### src/rtl/vga_timing_pkg.sv
// VGA 640x480@60 timing constants and 4x4-block framebuffer geometry, shared by the
// timing generator and the VRAM arbiter.
package vga_timing_pkg;

  localparam int unsigned H_ACTIVE = 640;
  localparam int unsigned H_FP     = 16;
  localparam int unsigned H_SYNC   = 96;
  localparam int unsigned H_BP     = 48;
  localparam int unsigned H_TOTAL  = H_ACTIVE + H_FP + H_SYNC + H_BP;

  localparam int unsigned V_ACTIVE = 480;
  localparam int unsigned V_FP     = 10;
  localparam int unsigned V_SYNC   = 2;
  localparam int unsigned V_BP     = 33;
  localparam int unsigned V_TOTAL  = V_ACTIVE + V_FP + V_SYNC + V_BP;

  localparam int unsigned SCALE_LOG2 = 2;
  localparam int unsigned FB_W       = H_ACTIVE >> SCALE_LOG2;
  localparam int unsigned FB_H       = V_ACTIVE >> SCALE_LOG2;
  localparam int unsigned FB_WORDS   = FB_W * FB_H;
  localparam int unsigned H_GROUPS   = H_TOTAL >> SCALE_LOG2;

endpackage

### src/rtl/vram_scan_addr.sv
// Scanout address decode: from the current counters, finds the next 4-pixel group,
// whether it is visible, and whether this cycle is its fetch slot or its load edge.
module vram_scan_addr
  import vga_timing_pkg::*;
#(
  parameter int unsigned ADDR_W = 15
) (
  input  logic [9:0]        h_count,
  input  logic [9:0]        v_count,
  output logic              disp_slot,
  output logic              load_edge,
  output logic              in_active,
  output logic [ADDR_W-1:0] scan_addr
);

  logic [7:0] grp_next;
  logic [9:0] line_next;
  logic [9:0] tgt_line;
  logic [6:0] row;

  always_comb begin
    // Group 0 is fetched at the end of the previous line, so it targets the next line.
    grp_next  = (h_count[9:2] == 8'(H_GROUPS - 1)) ? 8'd0 : h_count[9:2] + 8'd1;
    line_next = (v_count == 10'(V_TOTAL - 1)) ? 10'd0 : v_count + 10'd1;
    tgt_line  = (grp_next == 8'd0) ? line_next : v_count;
    in_active = (grp_next < 8'(FB_W)) && (tgt_line < 10'(V_ACTIVE));
    disp_slot = in_active && (h_count[1:0] == 2'b00);
    load_edge = (h_count[1:0] == 2'b11);
    row       = 7'(tgt_line >> SCALE_LOG2);
    // row * 160 without a multiplier
    scan_addr = (ADDR_W'(row) << 7) + (ADDR_W'(row) << 5) + ADDR_W'(grp_next);
  end

endmodule

### src/rtl/vga_vram_arbiter.sv
// Single-port frame RAM scheduler: one scanout read per 4-pixel group, all other cycles to
// the writer. Define VRAM_ARB_STATS_EN to add the stall_cnt / oor_flag statistics ports.
module vga_vram_arbiter
  import vga_timing_pkg::*;
#(
  parameter int unsigned DATA_W = 8,
  parameter int unsigned ADDR_W = 15
) (
  input  logic              clk,
  input  logic              rst,
  input  logic [9:0]        h_count,
  input  logic [9:0]        v_count,
  input  logic              wr_req,
  input  logic [ADDR_W-1:0] wr_addr,
  input  logic [DATA_W-1:0] wr_data,
  output logic              wr_ack,
  output logic [ADDR_W-1:0] ram_addr,
  output logic              ram_we,
  output logic [DATA_W-1:0] ram_wdata,
  input  logic [DATA_W-1:0] ram_rdata,
  output logic [DATA_W-1:0] pix_color
`ifdef VRAM_ARB_STATS_EN
  ,
  output logic [15:0]       stall_cnt,
  output logic              oor_flag
`endif
);

  logic              disp_slot;
  logic              load_edge;
  logic              in_active;
  logic [ADDR_W-1:0] scan_addr;
  logic              wr_in_range;
  logic              slot_q;
  logic [DATA_W-1:0] pf_q;

  vram_scan_addr #(
    .ADDR_W(ADDR_W)
  ) u_scan (
    .h_count  (h_count),
    .v_count  (v_count),
    .disp_slot(disp_slot),
    .load_edge(load_edge),
    .in_active(in_active),
    .scan_addr(scan_addr)
  );

  always_comb begin
    wr_in_range = (wr_addr < ADDR_W'(FB_WORDS));
    wr_ack      = wr_req && !rst && !disp_slot;
    ram_addr    = disp_slot ? scan_addr : wr_addr;
    // Out-of-range writes are acknowledged but never reach the RAM.
    ram_we      = wr_ack && wr_in_range;
    ram_wdata   = wr_data;
  end

  always_ff @(posedge clk or posedge rst) begin
    if (rst) begin
      slot_q    <= 1'b0;
      pf_q      <= '0;
      pix_color <= '0;
    end else begin
      slot_q <= disp_slot;
      if (slot_q) begin
        pf_q <= ram_rdata;
      end
      if (load_edge) begin
        pix_color <= in_active ? pf_q : '0;
      end
    end
  end

`ifdef VRAM_ARB_STATS_EN
  always_ff @(posedge clk or posedge rst) begin
    if (rst) begin
      stall_cnt <= '0;
      oor_flag  <= 1'b0;
    end else begin
      if (wr_req && !wr_ack && (stall_cnt != 16'hFFFF)) begin
        stall_cnt <= stall_cnt + 16'd1;
      end
      if (wr_ack && !wr_in_range) begin
        oor_flag <= 1'b1;
      end
    end
  end
`endif

endmodule
### config.mk
export PLATFORM = sky130hd
export DESIGN_NAME = vga_vram_arbiter
export DESIGN_NICKNAME = d
export VERILOG_FILES = /design/src/rtl/vga_timing_pkg.sv /design/src/rtl/vram_scan_addr.sv /design/src/rtl/vga_vram_arbiter.sv
export SDC_FILE = /design/constraint.sdc
export NUM_CORES = 1
export LEC_CHECK = 0
export CAP_MARGIN = 15
export CORE_ASPECT_RATIO = 0.75
export CORE_MARGIN = 2
export CORE_UTILIZATION = 45
export CTS_CLUSTER_DIAMETER = 100
export DETAILED_ROUTE_END_ITERATION = 16
export PLACE_DENSITY = 0.87
export SLEW_MARGIN = 20
export SYNTH_ARGS = -nofsm -noshare
export SYNTH_HDL_FRONTEND = slang
export SYNTH_SLANG_ARGS = --single-unit
### constraint.sdc
create_clock -name clk -period 15.1 [get_ports clk]
set_input_delay 3.02 -clock clk [delete_from_list [all_inputs] [get_ports clk]]
set_output_delay 3.02 -clock clk [all_outputs]
set_load 0.01 [all_outputs]
Word level (Yosys, flattened, before mapping):

Cells that the tools add are included.

* logic and storage cells: 27
* bits in registers: 17
* memories: 0
* output and inout bits: 33
* RAM bits: 0
* memory bits (read-only): 0
* latch bits: 0

* eq/ne operators: 3
* reductions and logical operators: 9
* add/sub/neg operators: 4
* muxes and demuxes: 5
* div/mod/pow operators: 0
* shift-type cells: 0
* order comparisons: 3
* bitwise gates (word level): 0
* multipliers: 0

Operator list (count)
* 10-bit two-way mux: 2
* 8-bit two-way mux: 2
* 14-bit by 12-bit adder with 15-bit output: 1
* 15-bit by 8-bit adder with 15-bit output: 1
* 15-bit < comparator (second input constant): 1
* 15-bit two-way mux: 1
* 10-bit by 1-bit adder with 10-bit output (second input constant): 1
* 10-bit == test (second input constant): 1
* 10-bit by 9-bit < comparator with 1-bit output (second input constant): 1
* 8-bit by 1-bit adder with 8-bit output (second input constant): 1
* 8-bit == test (second input constant): 1
* 8-bit logical NOT: 1
* 8-bit < comparator (second input constant): 1
* 1-bit logical AND: 5
* 2-bit == test (second input constant): 1
* 1-bit logical NOT: 2
* 2-bit logical NOT: 1

Logic depth before layout (Yosys ltp):

* depth after elaboration: 10
* depth in mapped cells: 18
* mapped depth without buffers: 18

Cells and area by module:

Synthesis repeated with hierarchy kept, for this count alone.

* cell total of the unflattened synthesis: 197
* area total of the unflattened synthesis: 1918.1 um2

By module, submodules not included
* vga_vram_arbiter: area an instance 977.2 um2, instances 1, cells an instance 83, sequential area each 425.4 um2
* vram_scan_addr: area an instance 940.9 um2, instances 1, cells an instance 114, sequential area each 0.0 um2

Worst setup path after synthesis:

Ideal clock, no wire load.

* path kind: input port to output port
* start point: input port h_count[2]
* end point: output port ram_addr[14]
* path slack: 5276 ps
* required time: 12080 ps
* path buffers: 0
* stages on the path: 17
* data arrival time: 6804 ps
* path through: ha_1 -> a41o_1 -> a2111o_1 -> o311ai_1 -> and3_1 -> nand2b_1 -> o31a_1 -> fa_1 -> inv_1 -> fa_1 -> a21oi_1 -> o21bai_1 -> a21o_1 -> a21o_1 -> a21oi_1 -> nor2_1 -> mux2_2

* cells in the longest elaborated chain, start to end: 8
* elaborated cells between the ends (all ways): 12

Ends and longest elaborated chain
* from (decl): line vga_vram_arbiter.sv:11 `input logic [9:0] h_count,`
* 8-bit by 1-bit adder with 8-bit output or 8-bit == test (tied branches): line vram_scan_addr.sv:23 `grp_next = (h_count[9:2] == 8'(H_GROUPS - 1)) ? 8'd0 : h_count[9:2] + 8'd1;`
* 8-bit two-way mux (*): line vram_scan_addr.sv:23
* parallel branches: the longest is 5 deep, another holds 14-bit by 12-bit adder with 15-bit output
* 15-bit two-way mux (*): line vga_vram_arbiter.sv:51 `ram_addr = disp_slot ? scan_addr : wr_addr;`
* to (decl): line vga_vram_arbiter.sv:17 `output logic [ADDR_W-1:0] ram_addr,`

Mark *: on every way between the ends.

Worst setup path in the final report:

Same ends and word-level chain as after synthesis.

==> results.cfg <==
[outcome]
status = complete, no violations

[global_route]
grt_overflow = 0
antenna_found_initial = 0
grt_pass1_wl_um = 7360
grt_pass1_vias = 1686
grt_usage_pct = 19.4
grt_start_max_net_pins = 20

[logic_synthesis]
synthCells = 201
ys_top_cells_by_area = dfrtp_1, ha_1, mux2_2, nand2_1, mux2_4
post-synth-top-area-cell = dfrtp_1
ys_seq_elements = 17
yosys.cell_types.count = 42
yosysWarningCount = 0
syn_area_sq_um = 1850
ys_seq_area_share_pct = 23.0
synth_top_cell_area_share_pct = 23.0
syn_avg_cell_area_sq_um = 9.21
synth_nets = 272

[floorplanning]
ioPinCount = 87
rows = 20
fp.dieH_um = 59.6
coreArea_sq_um = 4000
die_w_um = 78.1
die-area_sq_um = 4650
start_util_pct = 46.3

[drt]
detail-route-antenna-nets = 0
num_vias = 1712
drt-total-wl_um = 4260
drc = 0
viasPerCell = 5.37
wire_per_inst_um = 13.4
drtIter0Drc = 48
dr.pass1.iters = 4

[pwr]
p_leak_nw = 1.11
power_density_nw_per_um2 = 61.9
switching_power_mw = 0.0483
combPwrFrac_pct = 43.2
p_sw_share_pct = 30.2
seq_power_share_pct = 36.3
ir_drop_mv = 0.0411
internal_power_mw = 0.112
power.total_mw = 0.160
clkPwrFrac_pct = 20.5

[timing]
setup_viol = 0
finalSetupTns_ns = 0
slew_headroom_pct = 52.0
hold_viol = 0
finalCritPeriodShare_pct = 74.3
fin_crit_ns = 11.21
timing.hold.ws_ns = 0.475
max_freq_ghz = 0.0892
final_max_slew_viol_count = 0
rsz0062_at_grt = false
worst_slack_ns = 3.89
finalClockSkew_ns = 0.00335
tightest_slew_ns = 0.719

[setup_path]
startpoint = h_count[2]
cp.arrival_ns = 8.19
cp.depth = 19
crit_buf_inv = 2
cp_max_fo = 7
crit_path_cell_trace = clkdlybuf4s50_1 -> ha_1 -> and4bb_4 -> o21ai_1 -> a221oi_4 -> and3_1 -> nand2b_1 -> o31ai_1 -> ha_1 -> ha_1 -> fa_1 -> a21oi_1 -> o21bai_1 -> a21o_1 -> a21o_1 -> a21oi_1 -> nor2_1 -> mux2_2 -> clkdlybuf4s50_1
path_delay_family = compound AO/OA/AOI/OAI gates
endpoint_kind = output port
reg2regPathDepth = 1
cp.required_ns = 12.08
r2r-start = slot_q
reg2reg_slack_ns = 14.06
crit_type = in -> out
cpMostUsedCell = ha_1
r2r_end = pf_q[7]
max_stage_delay_ns = 0.54
crit_end = ram_addr[14]
start_kind = input port
crit_path_top_delay_cell = clkdlybuf4s50_1

[clock_network]
cts_setup_buffers = 0
cts_made_buffers = 3
htree_levels = 1
cts.sinks = 17
cts_root_buf = clkbuf_8
clk_latency_ns = 0.25
hold_buffers = 0
clk_pin_slew_ns = 0.06
clockBufferDepth = 2
cts_resized = 0
cts_tree = done

[placement]
place_congestion = 0.841
io_buffers = 70
dpl_worst_slack_ns = 3.93
hpwl_um = 3480

[finish]
final_util_pct = 64.6
final_nets = 336
final_common_cell = clkdlybuf4s50_1
nFillCells = 340
syn_to_final_growth_pct = 39.6
drive_gt1_share_pct = 12.1
n_antenna_cell = 0
final_cell_mix = clkdlybuf4s50_1, nand2_1, dfrtp_1

[hold_path]
hp-class = reg -> reg

[flow_run]
max_cap_viol_count = 0
[cell type report]
type	count	area [sq um]	share of cell area, %
Clock buffer	3	41.3	1.60
Clock inverter	1	5.00	0.194
Inverter	10	37.5	1.45
Multi-Input combinational cell	163	1310	50.5
Sequential cell	17	425	16.5
Tap cell	55	68.8	2.66
Timing Repair Buffer	70	701	27.1
[Yosys cell counts]
| cell | number |
|---|---|
| a221oi_4 | 1 |
| nand3_2 | 1 |
| nand2b_1 | 1 |
| and4_1 | 3 |
| and2_1 | 4 |
| a21o_1 | 3 |
| mux2_2 | 16 |
| inv_1 | 10 |
| fa_1 | 2 |
| o21ai_1 | 2 |
| nor3_1 | 1 |
| clkbuf_1 | 1 |
| nand4_1 | 4 |
| dfrtp_1 | 17 |
| nor4_2 | 1 |
| nor2_1 | 3 |
| o21bai_1 | 2 |
| a41oi_2 | 1 |
| o211ai_1 | 1 |
| nand2_1 | 28 |
| nand3_1 | 7 |
| buf_4 | 8 |
| or2_1 | 1 |
| buf_8 | 1 |
| o31ai_1 | 5 |
| and3_1 | 5 |
| buf_1 | 1 |
| a21oi_1 | 10 |
| o31a_1 | 2 |
| o311ai_1 | 1 |
| a2111o_1 | 1 |
| a41o_1 | 1 |
| nor4_1 | 2 |
| o2111ai_4 | 1 |
| ha_1 | 15 |
| and4bb_4 | 1 |
| xnor2_1 | 8 |
| mux2_4 | 6 |
| mux2i_1 | 2 |
| xor2_1 | 6 |
| o21ai_0 | 12 |
| nor2b_1 | 3 |
[power by group through the flow]
| stage | registers, mW | logic, mW | clock network (mW) |
|---|---|---|---|
| after floorplan | 0.0587 | 0.0389 | 0 |
| after global placement | 0.0585 | 0.0674 | 0 |
| after detailed placement | 0.0588 | 0.0690 | 0 |
| after CTS | 0.0580 | 0.0697 | 0.0334 |
| after global routing | 0.0590 | 0.0762 | 0.0362 |
| final | 0.0580 | 0.0690 | 0.0329 |
[metrics by stage]
stage	cell area (sq um)	std cells
after floorplan	1850	201
after global placement	2540	315
after detailed placement	2540	315
after CTS	2580	319
after global routing	2580	319
final	2580	319
[registers in the layout (all words and copies together), names as in the netlist]
signal,flops
slot_q,1
pix_color,8
pf_q,8
[tightest hold or removal path, delay by kind of cell, from the launching register on]
kind / cells / cell delay, ns
AOI/OAI and AO/OA: 1 / 0.06
DFF: 1 / 0.34
and+or+nand+nor: 1 / 0.04
[worst min-delay path by stage]
stage / start / endpoint / slack [ns] / cells past startpoint
floorplan: pf_q[0] / pf_q[0] / 0.48 / 1
global placement: pix_color[6] / pix_color[6] / 0.46 / 2
detailed placement: pix_color[6] / pix_color[6] / 0.47 / 2
CTS: pix_color[6] / pix_color[6] / 0.48 / 2
global route: pix_color[3] / pix_color[3] / 0.52 / 2
finish: pix_color[6] / pix_color[6] / 0.48 / 2
[cells by family (layout without fill, tap and decap cells)]
kind of cell             Yosys count  in the layout  synth area share (%)
AO/OA/AOI/OAI                     43             43                  17.2
XOR/XNOR                          14             14                  6.62
adder cells (fa/ha/maj)           17             17                  12.3
buffers and inverters             21             84                  6.49
flip-flops                        17             17                  23.0
multiplexers                      24             24                  15.7
AND/OR/NAND/NOR                   65             65                  18.7
[per-layer routing]
metal | GRT usage [%] | part of all wire, % | up-vias
li1 | - | - | 852
met1 | 24.2 | 45 | 788
met2 | 35.1 | 47 | 68
met3 | 4.88 | 7.4 | 4
met4 | 2.76 | 0.49 | 0
met5 | 0 | 0 | -
No activity file was read; power rests on OpenSTA's default activity.
